--- config.mk ---
export PLATFORM = sky130hd
export DESIGN_NAME = rng_lfsr
export DESIGN_NICKNAME = d
export VERILOG_FILES = /design/src/rtl/rng_pkg.sv /design/src/rtl/lfsr_core.sv /design/src/rtl/rng_lfsr.sv
export SDC_FILE = /design/constraint.sdc
export NUM_CORES = 1
export LEC_CHECK = 0
export CAP_MARGIN = 5
export CORE_MARGIN = 3
export CORE_UTILIZATION = 45
export CTS_BUF_LIST = sky130_fd_sc_hd__clkbuf_16
export CTS_CLUSTER_SIZE = 12
export DETAILED_ROUTE_END_ITERATION = 16
export PLACE_DENSITY_LB_ADDON = 0.3
export SLEW_MARGIN = 30
export SYNTH_ARGS = -nofsm -noshare
export SYNTH_HDL_FRONTEND = slang
export SYNTH_SLANG_ARGS = --single-unit
--- constraint.sdc ---
create_clock -name posclk -period 1.7 [get_ports posclk]
set_input_delay 0.425 -clock posclk [delete_from_list [all_inputs] [get_ports posclk]]
set_output_delay 0.425 -clock posclk [all_outputs]
set_load 0.05 [all_outputs]
--- src/rtl/rng_pkg.sv ---
// Shared constants and types for the LFSR-based random number generators.
package rng_pkg;

  typedef enum logic {
    IDLE = 1'b0,
    GEN  = 1'b1
  } gen_state_e;

  localparam logic [31:0] DEFAULT_SEED = 32'h0000_ACE1;

  // Maximal-length Galois tap masks for the supported widths.
  function automatic logic [31:0] lfsr_taps(input int w);
    case (w)
      8:       return 32'h0000_00B8;
      32:      return 32'h8020_0003;
      default: return 32'h0000_B400;
    endcase
  endfunction

endpackage

--- src/rtl/lfsr_core.sv ---
// Free-running Galois LFSR with a seed load that never lets the register go all-zero.
module lfsr_core
  import rng_pkg::*;
#(
  parameter int           W    = 16,
  parameter logic [W-1:0] SEED = W'(DEFAULT_SEED)
) (
  input  logic         clk_i,
  input  logic         rst_i,
  input  logic         load_i,
  input  logic [W-1:0] seed_i,
  output logic [W-1:0] state_o
);

  localparam logic [W-1:0] TAPS = W'(lfsr_taps(W));

  logic [W-1:0] state_q;
  logic [W-1:0] state_d;

  always_comb begin
    state_d = (state_q >> 1) ^ (state_q[0] ? TAPS : '0);
    // A zero seed would lock the register; fall back to the default seed instead.
    if (load_i) begin
      state_d = (seed_i == '0) ? SEED : seed_i;
    end
  end

  always_ff @(posedge clk_i) begin
    if (rst_i) begin
      state_q <= SEED;
    end else begin
      state_q <= state_d;
    end
  end

  assign state_o = state_q;

endmodule

--- src/rtl/rng_lfsr.sv ---
// Request/valid random number source in [0, MAX] using bounded rejection sampling
// on the low OUT_W bits of a free-running LFSR.
module rng_lfsr
  import rng_pkg::*;
#(
  parameter int                MAX       = 15,
  parameter int                LFSR_W    = 16,
  parameter logic [LFSR_W-1:0] SEED      = LFSR_W'(DEFAULT_SEED),
  parameter int                MAX_TRIES = 4,
  localparam int               OUT_W     = $clog2(MAX + 1)
) (
  input  logic              posclk,
  input  logic              rst,
  input  logic              req,
  input  logic              seed_load,
  input  logic [LFSR_W-1:0] seed_in,
  output logic              busy,
  output logic              valid,
  output logic [OUT_W-1:0]  num
);

  localparam int             TRY_W    = (MAX_TRIES > 1) ? $clog2(MAX_TRIES) : 1;
  localparam logic [TRY_W-1:0] LAST_TRY = TRY_W'(MAX_TRIES - 1);

  logic [LFSR_W-1:0] lfsr_state;
  logic [OUT_W-1:0]  cand;
  logic              cand_ok;
  logic              unused_hi;

  gen_state_e        fsm_q, fsm_d;
  logic [TRY_W-1:0]  tries_q, tries_d;
  logic [OUT_W-1:0]  num_q, num_d;
  logic              valid_q, valid_d;

  lfsr_core #(
    .W    (LFSR_W),
    .SEED (SEED)
  ) u_core (
    .clk_i   (posclk),
    .rst_i   (rst),
    .load_i  (seed_load),
    .seed_i  (seed_in),
    .state_o (lfsr_state)
  );

  assign cand      = lfsr_state[OUT_W-1:0];
  assign cand_ok   = (32'(cand) <= 32'(MAX));
  assign unused_hi = ^lfsr_state[LFSR_W-1:OUT_W];

  always_comb begin
    fsm_d   = fsm_q;
    tries_d = tries_q;
    num_d   = num_q;
    valid_d = 1'b0;
    case (fsm_q)
      IDLE: begin
        if (req) begin
          fsm_d   = GEN;
          tries_d = '0;
        end
      end
      GEN: begin
        if (cand_ok) begin
          num_d   = cand;
          valid_d = 1'b1;
          fsm_d   = IDLE;
        end else if (tries_q == LAST_TRY) begin
          // Out-of-range candidate is below 2*(MAX+1), so one subtraction lands in range.
          num_d   = OUT_W'(32'(cand) - 32'(MAX + 1));
          valid_d = 1'b1;
          fsm_d   = IDLE;
        end else begin
          tries_d = tries_q + 1'b1;
        end
      end
      default: fsm_d = IDLE;
    endcase
  end

  always_ff @(posedge posclk) begin
    if (rst) begin
      fsm_q   <= IDLE;
      tries_q <= '0;
      num_q   <= '0;
      valid_q <= 1'b0;
    end else begin
      fsm_q   <= fsm_d;
      tries_q <= tries_d;
      num_q   <= num_d;
      valid_q <= valid_d;
    end
  end

  assign busy  = (fsm_q == GEN);
  assign valid = valid_q;
  assign num   = num_q;

endmodule

# Word-level counts from Yosys, hierarchy flattened
# Index checks and enable logic that the tools add are counted.
classes:
  n_mux: 6
  n_reduce_logical: 1
  bitwise_logic: 2
op_table:
  columns: ["cell", "count"]
  rows:
  - ["$mux 16", 3]
  - ["$logic_not 16->1", 1]
  - ["$xor 15x16->16", 1]
  - ["$mux 1", 2]
  - ["$pmux 1 s2", 1]
  - ["$not 1->1", 1]
totals:
  output_inout_bits: 6
  reg_bits: 22
  word_cells: 13

# Logic depth before layout (Yosys ltp)
depth:
  ltp_word: 3
  mapped_depth: 4
  mapped_depth_nobuf: 3

# Cells and area by module
# A second synthesis with hierarchy kept.
unflattened:
  cells_unflattened: 70
  area_unflattened_um2: 810.8
modules_own_cells:
  columns: ["mod", "seq_area_each_um2", "cells_per_inst", "n_inst", "area_per_inst_um2"]
  rows:
  - ["lfsr_core", 320.3, 53, 1, 610.6]
  - ["rng_lfsr", 120.1, 17, 1, 200.2]

# Worst setup path before layout
# No wires, ideal clock.
synth_path:
  kind: "register to register"
  start: "reg fsm_q, in the netlist busy"
  end: "reg num_q[0], in the netlist num[0]"
  arrival_time_ns: 1.162
  slack_ns: 0.411
  path_buffers: 1
  setup_time_ns: 0.128
  stages_incl_launch_ff: 4
  path_cell_list: "dfxtp_1 > clkbuf_1 > mux2i_1 > nor2_1"
synth_lines:
  columns: ["item", "line_no", "source"]
  rows:
  - ["start: declaration", "rng_lfsr.sv:30", "gen_state_e fsm_q, fsm_d;"]
  - ["start signal: assignment", "rng_lfsr.sv:87", "fsm_q <= fsm_d;"]
  - ["end signal: assignment", "rng_lfsr.sv:89", "num_q <= num_d;"]
  - ["end: declaration", "rng_lfsr.sv:32", "logic [OUT_W-1:0] num_q, num_d;"]

# Final worst setup path
layout_path:
  start: "in seed_in[12]"
  end: "reg u_core.state_q[10], in the netlist u_core.state_o[10]"
layout_between:
  elab_chain_len: 3
layout_rtl:
  columns: ["item", "line_no", "source"]
  rows:
  - ["start: declaration", "rng_lfsr.sv:16", "input logic [LFSR_W-1:0] seed_in,"]
  - ["$logic_not 16->1", "lfsr_core.sv:24", "state_d = (seed_i == '0) ? SEED : seed_i;"]
  - ["$mux 16", "lfsr_core.sv:24", null]
  - ["$mux 16", "lfsr_core.sv:23", "if (load_i) begin"]
  - ["end signal: assignment", "lfsr_core.sv:32", "state_q <= state_d;"]
  - ["end: declaration", "lfsr_core.sv:17", "logic [W-1:0] state_q;"]
# No other way between the ends.
# A chain may end at the register's enable or synchronous reset.

==> reports/results.txt <==
final core utilization -> 0.7259
drt via density -> 5.082
Hold/Removal Path Class -> flop to flop
actual slew at the worst max-slew pin -> 0.3758 ns
Min Clock Period, post-route -> 1.472 ns
net count after synthesis -> 91
final worst slack -> 0.2283 ns
Die Width -> 48.74 um
Worst Setup End Kind -> flop
initial antenna violation count -> 0
Cells after Synth -> 71
WL final -> 1.646 mm
Clk Latency, worst-skew pair -> 0.25 ns
relative slew slack -> 0.7491
ANT nets after route -> 0
synthesized area -> 822.0 um2
Top-Level Pins -> 26
CTS Buf Count -> 3
Initial Utilization -> 0.5101
Setup WS pre-CTS -> -0.03537 ns
VDD IR max -> 0.0007865 V
startpoint types -> input port
Critical-path top delay cell -> clkdlybuf4s50_1
status -> complete, no violations
TritonRoute pass-1 iters -> 4
dominant cell type by area after synthesis -> dfxtp_1
critical-path cell list -> clkdlybuf4s50_1 -> nor4_2 -> a41o_2 -> o22a_1
Synth cell types -> 16
total die area -> 2376 um2
Seq/Total Area, Yosys -> 0.5358
DRT iter0 DRCs -> 8
CORE AREA -> 1612 um2
Final Cycle Share -> 0.8657
synthesized flop and latch total -> 22
DRC violations left -> 0
CTS tree -> yes
max_cap viols -> 0
synth warn -> 0
synth top area cells -> dfxtp_1 54%, mux2i_1 15%, o22a_1 8.5%, nor2_1 5.5%, nor4_2 4.6%
WHS -> 0.4381 ns
Mean Syn Cell Area -> 11.58 um2
root buf cell -> clkbuf_16
Largest stage delay, worst path -> 0.44 ns
P_leak -> 0.4721 nW
Setup Viol. Count Final -> 0
Max Slew Vio Count -> 0
sinks on the clock net -> 22
CP Class -> input port to flop
WP data required -> 1.90 ns
Total Routing Usage GR -> 0.1615
Ant. Diodes -> 0
Critical Path AT -> 1.67 ns
Vias -> 620
row cnt -> 14
count of hold-fix buffers inserted at cts -> 0
largest net degree at the start of global routing -> 14
share of cells above drive strength 1 -> 0.1735
Die Height -> 48.74 um
unrepaired setup endpoints after global routing -> false
Final Skew -> 0.002147 ns
Power Dens Cells -> 1047 nW/um2
GPL Wtd Cong -> 0.7147
Max clock buf depth -> 2
count of final hold-check violations -> 0
H-tree depth -> 1
WL per Instance -> 13.49 um
Port Buffers -> 25
first-pass GRT wire length -> 2.870 mm
grt ovf -> 0
nets -> 119
fmax -> 679.5 MHz
Yosys top cell area share -> 0.5358
Area Overhead vs Synth -> 42.31%
number of global-route vias before repair -> 634
crit path max fanout -> 8
Setup Buffers After CTS -> 0
post-DP HPWL -> 1.302 mm
Post-CTS Resized -> 0
CTS clk-pin slew, worst paths -> 0.05 ns
## registers in the layout, summed over array words and instances (netlist names)
signal	cells
valid	1
busy	1
num	4
u_core.state_o	16
## per-stage QoR
stage               setup TNS (ns)  total power [mW]  instance area [um2]  cells
CTS                              0             1.238                 1170    122
global route                     0             1.280                 1170    122
finish                           0             1.224                 1170    122
global placement          -0.08121            0.7425                 1091    118
detailed placement         -0.1791            0.7471                 1091    118
floorplan                        0            0.6655                822.0     71
## cells by family after synthesis
family | synth area share
AO/OA/AOI/OAI | 0.09894
AND/OR/NAND/NOR | 0.1492
flip-flops | 0.5358
XOR/XNOR | 0.03197
buffers and inverters | 0.03805
multiplexers | 0.1461
## worst max-delay path: cells and delay by family
family          cells  cell delay, ns
buf+inv             1            0.44
simple gates        1            0.32
compound gates      2            0.49
## report_power, final
part	switching (mW)	internal, mW	leakage, nW
Sequential	0.0190	0.551	0.182
Combinational	0.0725	0.0926	0.251
Clock	0.175	0.313	0.0385
Total	0.267	0.957	0.472
## cell type report
| type | instances | area [um2] |
|---|---|---|
| sequential | 22 | 440.4 |
| clock inverter | 1 | 3.754 |
| timing repair buffer | 28 | 270.3 |
| tap | 24 | 30.03 |
| fill | 124 | 441.7 |
| multi-input combinational | 44 | 350.3 |
| clock buffer | 3 | 75.07 |
## metal layers
layer	part of all wire	routed length [um]	global-route usage	vias up
li1	-	-	-	305
met2	0.48	794	0.2489	24
met4	0.013	21	0.05687	0
met1	0.42	696	0.1973	286
met3	0.081	134	0.07362	5
met5	0	0	0	-
## path summary, 6_finish.rpt
| check | start | endpoint | slack [ns] | cells past startpoint |
|---|---|---|---|---|
| min | u_core.state_o[7] | u_core.state_o[6] | 0.44 | 1 |
| min reg2reg | u_core.state_o[7] | u_core.state_o[6] | 0.44 | 1 |
| max | seed_in[12] | u_core.state_o[10] | 0.23 | 4 |
| max reg2reg | busy | num[0] | 0.72 | 2 |
## cells in the mapped netlist
cell,number
dfxtp_1,22
mux2i_1,12
nor2_1,12
o22a_1,8
nor4_2,3
xor2_1,3
clkbuf_1,2
a41o_2,1
buf_4,1
buf_6,1
clkbuf_2,1
nand2b_4,1
nor2b_1,1
nor3b_1,1
nor4_1,1
or2_1,1
## cell usage in the layout, fill, tap and decap left out
cell type	instances
nor2_1	12
nor4_2	3
nor3b_1	1
buf_12	1
a41o_2	1
nand2b_4	1
mux2i_1	12
buf_4	8
or2_1	1
clkdlybuf4s50_1	19
dfxtp_1	22
o22a_1	8
xor2_1	3
nor4_1	1
clkbuf_16	3
clkinv_1	1
nor2b_1	1
(Power assumes the default switching activity.)
